**src/rtl/pipe_pkg.sv**
```systemverilog
// -----------------------------------------------------------------------------
// pipe_pkg
// Shared definitions for the pipeline hazard logic and the pipeline registers.
//   hz_state_e      : hazard controller state (RUN / MWAIT / ERR)
//   REG_ZERO        : architectural $zero register address
//   *_CTRL_W        : control-bundle widths carried by the pipeline registers
//   reg_dep         : true when a real (non-$zero) destination feeds a source
// -----------------------------------------------------------------------------
package pipe_pkg;

    typedef enum logic [1:0] {
        RUN   = 2'd0,
        MWAIT = 2'd1,
        ERR   = 2'd2
    } hz_state_e;

    localparam logic [4:0] REG_ZERO = 5'd0;

    // Control bundles carried by the pipeline registers.
    localparam int EX_CTRL_W  = 4;  // regdst, alusrc, aluop[1:0]
    localparam int MEM_CTRL_W = 3;  // memread, memwrite, branch
    localparam int WB_CTRL_W  = 2;  // regwrite, memtoreg
    localparam int IDEX_CTRL_W  = EX_CTRL_W + MEM_CTRL_W + WB_CTRL_W;
    localparam int EXMEM_CTRL_W = MEM_CTRL_W + WB_CTRL_W;
    localparam int MEMWB_CTRL_W = WB_CTRL_W;

    // A write to $zero is discarded, so it never creates a dependency.
    function automatic logic reg_dep(input logic [4:0] dst, input logic [4:0] src);
        return (dst != REG_ZERO) && (dst == src);
    endfunction

endpackage

```
**src/rtl/hazard_lu_detect.sv**
```systemverilog
// -----------------------------------------------------------------------------
// hazard_lu_detect
// Purely combinational load-use compare: flags when the load sitting in EX
// writes a register that the instruction in ID reads. Shared with the
// forwarding unit.
// Ports:
//   memread   in  : EX-stage instruction is a load
//   load_rt   in  : load destination register
//   src_rs    in  : RS of the instruction in ID
//   src_rt    in  : RT of the instruction in ID
//   uses_rt   in  : instruction in ID actually reads RT
//   hit       out : load-use dependency present
// -----------------------------------------------------------------------------
module hazard_lu_detect
    import pipe_pkg::*;
(
    input  logic       memread,
    input  logic [4:0] load_rt,
    input  logic [4:0] src_rs,
    input  logic [4:0] src_rt,
    input  logic       uses_rt,
    output logic       hit
);

    assign hit = memread &
                 (reg_dep(load_rt, src_rs) | (uses_rt & reg_dep(load_rt, src_rt)));

endmodule

```
**src/rtl/hazard_stall_ctrl.sv**
```systemverilog
// -----------------------------------------------------------------------------
// hazard_stall_ctrl
// Generates hold/bubble/flush controls for the PC, IF_ID, ID_EX, EX_MEM and
// MEM_WB registers. Handles multi-cycle data-memory waits (with a timeout that
// latches a sticky error), load-use hazards and taken-branch flushes, with
// priority ERR > memory stall > load-use > branch flush.
//
// Optional feature: define HAZARD_STATS_EN to add saturating 32-bit cycle
// counters for memory stalls, load-use stalls and IF_ID flushes.
//
// Ports:
//   clk_i, rst_i              : clock, synchronous active-low reset
//   ifid_rsaddr_i/rtaddr_i    : source registers of the instruction in ID
//   ifid_uses_rt_i            : ID instruction reads RT
//   idex_memread_i/rtaddr_i   : load in EX and its destination
//   branch_taken_i            : branch resolved taken in ID
//   mem_req_i, dmem_ack_i     : data-memory access in MEM and its completion
//   pc/ifid/idex/exmem_stall_o: register holds
//   ifid_flush_o              : load NOP into IF_ID
//   idex_bubble_o             : zero ID_EX control bits
//   memwb_bubble_o            : zero MEM_WB regwrite
//   err_o                     : sticky memory-timeout error
//   stat_*_o (optional)       : event cycle counters
// -----------------------------------------------------------------------------
module hazard_stall_ctrl
    import pipe_pkg::*;
#(
    parameter int MEM_TIMEOUT = 16,
    parameter int CNT_W       = $clog2(MEM_TIMEOUT + 1)
)(
    input  logic       clk_i,
    input  logic       rst_i,
    input  logic [4:0] ifid_rsaddr_i,
    input  logic [4:0] ifid_rtaddr_i,
    input  logic       ifid_uses_rt_i,
    input  logic       idex_memread_i,
    input  logic [4:0] idex_rtaddr_i,
    input  logic       branch_taken_i,
    input  logic       mem_req_i,
    input  logic       dmem_ack_i,
    output logic       pc_stall_o,
    output logic       ifid_stall_o,
    output logic       ifid_flush_o,
    output logic       idex_stall_o,
    output logic       idex_bubble_o,
    output logic       exmem_stall_o,
    output logic       memwb_bubble_o,
    output logic       err_o
`ifdef HAZARD_STATS_EN
    ,
    output logic [31:0] stat_mem_stall_o,
    output logic [31:0] stat_lu_stall_o,
    output logic [31:0] stat_flush_o
`endif
);

    localparam logic [CNT_W-1:0] CNT_LAST = CNT_W'(MEM_TIMEOUT - 1);
    localparam logic [CNT_W-1:0] CNT_ONE  = CNT_W'(1);

    function automatic logic [CNT_W-1:0] sat_inc(input logic [CNT_W-1:0] v);
        return (v == {CNT_W{1'b1}}) ? v : v + CNT_ONE;
    endfunction

    hz_state_e        state_q, state_d;
    logic [CNT_W-1:0] cnt_q, cnt_d;
    logic             err_q, err_d;

    logic lu_hit;
    logic mstall;
    logic lu_stall;
    logic flush;
    logic in_err;

    hazard_lu_detect u_lu (
        .memread (idex_memread_i),
        .load_rt (idex_rtaddr_i),
        .src_rs  (ifid_rsaddr_i),
        .src_rt  (ifid_rtaddr_i),
        .uses_rt (ifid_uses_rt_i),
        .hit     (lu_hit)
    );

    // Priority resolution: each lower-priority event is masked by all above.
    assign in_err   = (state_q == ERR);
    assign mstall   = ~in_err & mem_req_i & ~dmem_ack_i;
    assign lu_stall = ~in_err & ~mstall & lu_hit;
    assign flush    = ~in_err & ~mstall & ~lu_hit & branch_taken_i;

    always_ff @(posedge clk_i) begin
        if (!rst_i) begin
            state_q <= RUN;
            cnt_q   <= '0;
            err_q   <= 1'b0;
        end else begin
            state_q <= state_d;
            cnt_q   <= cnt_d;
            err_q   <= err_d;
        end
    end

    always_comb begin
        state_d = state_q;
        cnt_d   = cnt_q;
        err_d   = err_q;
        case (state_q)
            RUN: begin
                if (mstall) begin
                    state_d = MWAIT;
                    cnt_d   = CNT_ONE;
                end
            end
            MWAIT: begin
                // Ack or a withdrawn request both end the wait.
                if (dmem_ack_i || !mem_req_i) begin
                    state_d = RUN;
                    cnt_d   = '0;
                end else begin
                    cnt_d = sat_inc(cnt_q);
                    if (cnt_q == CNT_LAST) begin
                        state_d = ERR;
                        err_d   = 1'b1;
                    end
                end
            end
            ERR: begin
                state_d = ERR;
            end
            default: begin
                state_d = RUN;
                cnt_d   = '0;
            end
        endcase
    end

    // All outputs are held low while reset is asserted.
    always_comb begin
        pc_stall_o     = 1'b0;
        ifid_stall_o   = 1'b0;
        ifid_flush_o   = 1'b0;
        idex_stall_o   = 1'b0;
        idex_bubble_o  = 1'b0;
        exmem_stall_o  = 1'b0;
        memwb_bubble_o = 1'b0;
        err_o          = 1'b0;
        if (rst_i) begin
            pc_stall_o     = in_err | mstall | lu_stall;
            ifid_stall_o   = in_err | mstall | lu_stall;
            ifid_flush_o   = flush;
            idex_stall_o   = in_err | mstall;
            idex_bubble_o  = lu_stall;
            exmem_stall_o  = in_err | mstall;
            memwb_bubble_o = in_err | mstall;
            err_o          = err_q;
        end
    end

`ifdef HAZARD_STATS_EN
    function automatic logic [31:0] sat_inc32(input logic [31:0] v, input logic en);
        return (en && v != 32'hFFFF_FFFF) ? v + 32'd1 : v;
    endfunction

    logic [31:0] stat_mem_q, stat_lu_q, stat_flush_q;

    // Event terms are already masked in ERR, so error cycles are not counted.
    always_ff @(posedge clk_i) begin
        if (!rst_i) begin
            stat_mem_q   <= '0;
            stat_lu_q    <= '0;
            stat_flush_q <= '0;
        end else begin
            stat_mem_q   <= sat_inc32(stat_mem_q, mstall);
            stat_lu_q    <= sat_inc32(stat_lu_q, lu_stall);
            stat_flush_q <= sat_inc32(stat_flush_q, flush);
        end
    end

    assign stat_mem_stall_o = rst_i ? stat_mem_q   : 32'd0;
    assign stat_lu_stall_o  = rst_i ? stat_lu_q    : 32'd0;
    assign stat_flush_o     = rst_i ? stat_flush_q : 32'd0;
`endif

endmodule
```
**config.mk**
```make
export PLATFORM = sky130hd
export DESIGN_NAME = hazard_stall_ctrl
export DESIGN_NICKNAME = d
export VERILOG_FILES = /design/src/rtl/pipe_pkg.sv /design/src/rtl/hazard_lu_detect.sv /design/src/rtl/hazard_stall_ctrl.sv
export SDC_FILE = /design/constraint.sdc
export NUM_CORES = 1
export LEC_CHECK = 0
export CAP_MARGIN = 25
export CORE_MARGIN = 5
export CORE_UTILIZATION = 39
export CTS_CLUSTER_SIZE = 16
export DETAILED_ROUTE_END_ITERATION = 8
export GPL_ROUTABILITY_DRIVEN = 0
export PLACE_DENSITY = 0.9
export SLEW_MARGIN = 5
export SYNTH_ARGS = -nofsm -noshare
export SYNTH_HDL_FRONTEND = slang
export SYNTH_SLANG_ARGS = --single-unit
```
**constraint.sdc**
```tcl
create_clock -name clk_i -period 2.25 [get_ports clk_i]
set_input_delay 0.3375 -clock clk_i [delete_from_list [all_inputs] [get_ports clk_i]]
set_output_delay 0.3375 -clock clk_i [all_outputs]
set_load 0.01 [all_outputs]
```
==> results.md <==
Synth:
- Synthesis produced 75 cells.
- Of the total synthesized cell area, the portion taken by AND, OR, NAND and NOR gates is 26.75%.
- After Yosys synthesis, XOR and XNOR cells account for 15.84% of the synthesized area.
- The synthesized netlist devotes 6.173% of its cell area to adder and majority cells.
- The share of the synthesized area in the top cell type is 26.34%.
- The synthesized area per cell is 8.108 um2.
- The count of yosys warnings during synthesis is 0.
- The area of the mapped netlist is 608.1 um2.
- The library cell with the largest summed area after synthesis is dfxtp_1.
- After synthesis, the cell types taking the most area are dfxtp_1 (26%), xnor2_1 (16%), a21boi_0 (8.6%).
- The synthesized design contains 0 enable-type register cells.
- The proportion of synthesized area in mux cells is 0%.
- In the synthesized netlist the async set-or-reset flop fraction comes to 0%.
- The synthesized netlist devotes 18.11% of its cell area to compound gates.
- Yosys mapped the design onto 27 distinct sky130hd cell types.
- The number of nets handed over by synthesis was 100.
- Sequential cells were found to cover 26.34% of the synthesized design area.
- The number of synthesized register bits is 8.
- By area, the combinational part of the netlist is dominated by simple AND/OR/NAND/NOR gates.
- The top flip-flop cell by instance count after synthesis is dfxtp_1.

Routing:
- The routed layout has 654 vias.
- The routed design has 1562 um of wire.
- In the final routed layout, each cell accounts on average for 12.11 um.
- After detailed routing, the number of vias per cell comes to 5.070.
- The first routing iteration left 7 violations.
- Once detail routing completed, the nets flagged for antenna violations numbered 0.
- The first detailed-routing pass took 4 iterations.
- The final routed DRC violation total is 0.

STA:
- The hold violation total from the final report is 0.
- The worst path uses 96.35% of the clock period.
- For the pin with the worst max-slew slack, the measured transition is 0.2660 ns.
- The upper clock frequency limit is 0.4613 GHz.
- Setup repair after global routing left no endpoint under its margin.
- The worst path needs 2.168 ns of the cycle, external delays included.
- The max-slew violation count came to 0.
- For the final database, setup skew stands at 0.004271 ns.
- The worst-case headroom to the max-slew limit is 82.16%.
- Setup slack on the critical path of the routed design comes to 0.08217 ns.
- The total of endpoints with negative setup slack in the final report is 0.

Critical path:
- The critical path in this run is classified as in2out.
- The worst setup path is launched from an input port.
- For the worst setup path, the data arrival time is 1.83 ns.
- In this run the register-to-register setup slack is 0.44 ns.
- In this design, the stage delay of the slowest critical-path cell is 0.51 ns.
- The endpoint class of the critical path is an output port.
- In this run the critical register-to-register path is captured at cnt_q[3].
- Data on the critical path is required at its endpoint by 1.91 ns.
- The largest fanout on the critical path is 3.
- The number of cells traversed by the worst register-to-register path is 6.
- The source of the worst register-to-register timing path is cnt_q[0].
- On the critical path, the stage with the largest delay is an instance of or4_1.
- The signal on the critical path passes through clkdlybuf4s50_1, or4_1, o21a_1, a31o_1, buf_2.

Outcome:
- The flow ran to the end, and the final reports show no timing, DRC or antenna violations.

Clock tree:
- Clock tree synthesis inserted a total of 3 buffers.
- The total number of H-tree levels is 1.
- The number of sinks on the clock net is 8.
- The clock latency on the worst-skew pair is 0.26 ns.
- TritonCTS built the clock tree.
- The tree is rooted in a clkbuf_4.
- After clock tree synthesis, the clock-pin slew on the worst setup and hold paths is 0.05 ns.
- The worst-case clock buffer depth is 2.

Layout:
- The post-route netlist has 16.81% of its cells at a drive strength greater than 1.
- The number of nets in the finished design is 140.
- Once layout is complete, the cells apart from fillers number 129.
- The most common cell after layout, fill and taps aside is clkdlybuf4s50_1.
- After routing the design area is 977.2 um2.
- In the layout the commonest cells are clkdlybuf4s50_1 (21), xnor2_1 (11), buf_4 (10).
- The area growth from synthesis to layout is 60.70%.
- The number of antenna diodes is 0.

Min path:
- The worst hold path begins at err_q.
- The type of the worst min-delay path is reg2reg.
- The sink of the worst hold path is err_q.
- The hold path depth is 2.

Global route:
- The total global routing overflow is 0.
- The maximum number of pins on one net before global-route repair is 10.
- The overall global routing resource usage is 14.59%.
- The number of global-route vias before repair is 668.
- The global-route wire length before repair is 2760 um.
- The number of antenna violations at the first check in global routing came to 0.

Floorplan:
- The die covers 2449 um2.
- The floorplan step set the die height to 49.49 um.
- The initial standard-cell utilization of the core is 40.84%.
- The number of I/O pins is 30.
- The horizontal die dimension is 49.49 um.
- The number of cell rows is 14.
- The total area inside the core boundary comes to 1489 um2.

Placed design:
- The quantity of I/O buffers inserted on ports is 29.
- The cell area reported after detailed placement is 967.2 um2.
- Detailed placement finished with a half-perimeter wire length of 1313 um.
- The number of placed cells counting well taps is 126.
- At the placement stage, the worst setup path has a slack of -0.3159 ns.

Power:
- The total power per unit cell area is 372.5 nW/um2.
- The peak ir drop on the vdd network is 211.6 uV.
- For this design the static power due to leakage is 0.0004053 uW.

Run:
- The tool flagged a number of max-cap violations equal to 0.
-- synthesized netlist by cell type, types with 2 or more instances --
cell type / n
xnor2_1: 11
dfxtp_1: 8
a21boi_0: 7
nand2_1: 5
o21ai_0: 5
inv_1: 4
nor2_1: 4
buf_4: 3
ha_1: 3
nand3_1: 3
a21oi_1: 2
and2_1: 2
and3_1: 2
nor2b_1: 2
or3_1: 2
-- through the flow --
step	hold slack [ns]	utilization (%)	power, uW	TNS, ns
2_1_floorplan	0.4304	-	192.5	0
3_3_place_gp	0.4410	64.96	258.6	-1.021
3_5_place_dp	0.4566	64.96	260.9	-1.178
4_1_cts	0.4660	66.13	371.6	0
5_1_grt	0.4935	65.63	391.4	0
6_report	0.4638	65.63	364.0	0
-- critical path: cells and delay by family --
family,cells,cell delay [ns]
buf+inv,2,0.55
simple gates,1,0.51
compound gates,2,0.43
-- timing repair --
item                                    CTS  global route
buffers inserted                          0             0
hold buffers                              0             0
endpoints found under the setup margin    7             3
gates resized for setup                  17             4
pin swaps                                 1             1
-- flip-flops by register name, summed over array words and instances (netlist names) --
| register | cells |
|---|---|
| state_q | 2 |
| cnt_q | 5 |
| err_q | 1 |
-- worst max-delay path by stage --
stage | startpoint | endpoint | depth (start not counted)
floorplan | idex_rtaddr_i[1] | pc_stall_o | 4
global placement | idex_rtaddr_i[2] | ifid_stall_o | 5
detailed placement | idex_rtaddr_i[2] | idex_bubble_o | 7
CTS | idex_rtaddr_i[1] | idex_bubble_o | 5
global route | idex_rtaddr_i[1] | pc_stall_o | 5
finish | idex_rtaddr_i[1] | ifid_stall_o | 5
-- metal layers --
layer / wire, um / up-vias / global-route usage [%]
met3: 181 / 2 / 8.434
met5: 0 / - / 0
met1: 596 / 290 / 14.96
li1: - / 335 / -
met2: 755 / 27 / 23.18
met4: 29 / 0 / 7.860
-- final cells by class --
type                       count  area (um2)
tap                           16       20.02
multi-input combinational     59       415.4
clock buffer                   3       22.52
fill                         123       511.7
timing repair buffer          39       344.1
sequential                     8       160.2
inverter                       4       15.01
-- kinds of logic (layout without fill, tap and decap cells) --
group | count (synthesis) | after routing
AOI/OAI and AO/OA | 17 | 17
DFF | 8 | 8
adders and majority gates | 3 | 3
xor gates and xnor gates | 11 | 11
buffers and inverters | 8 | 46
and+or+nand+nor | 28 | 28
-- power by group --
part	total (uW)	leakage [uW]	internal [uW]	switching, uW
clock	110	0.0000138	61.0	48.8
combinational	106	0.000327	69.6	36.9
sequential	148	0.0000648	144	3.32
total	364	0.000405	275	89.0
(Power assumes the default switching activity.)
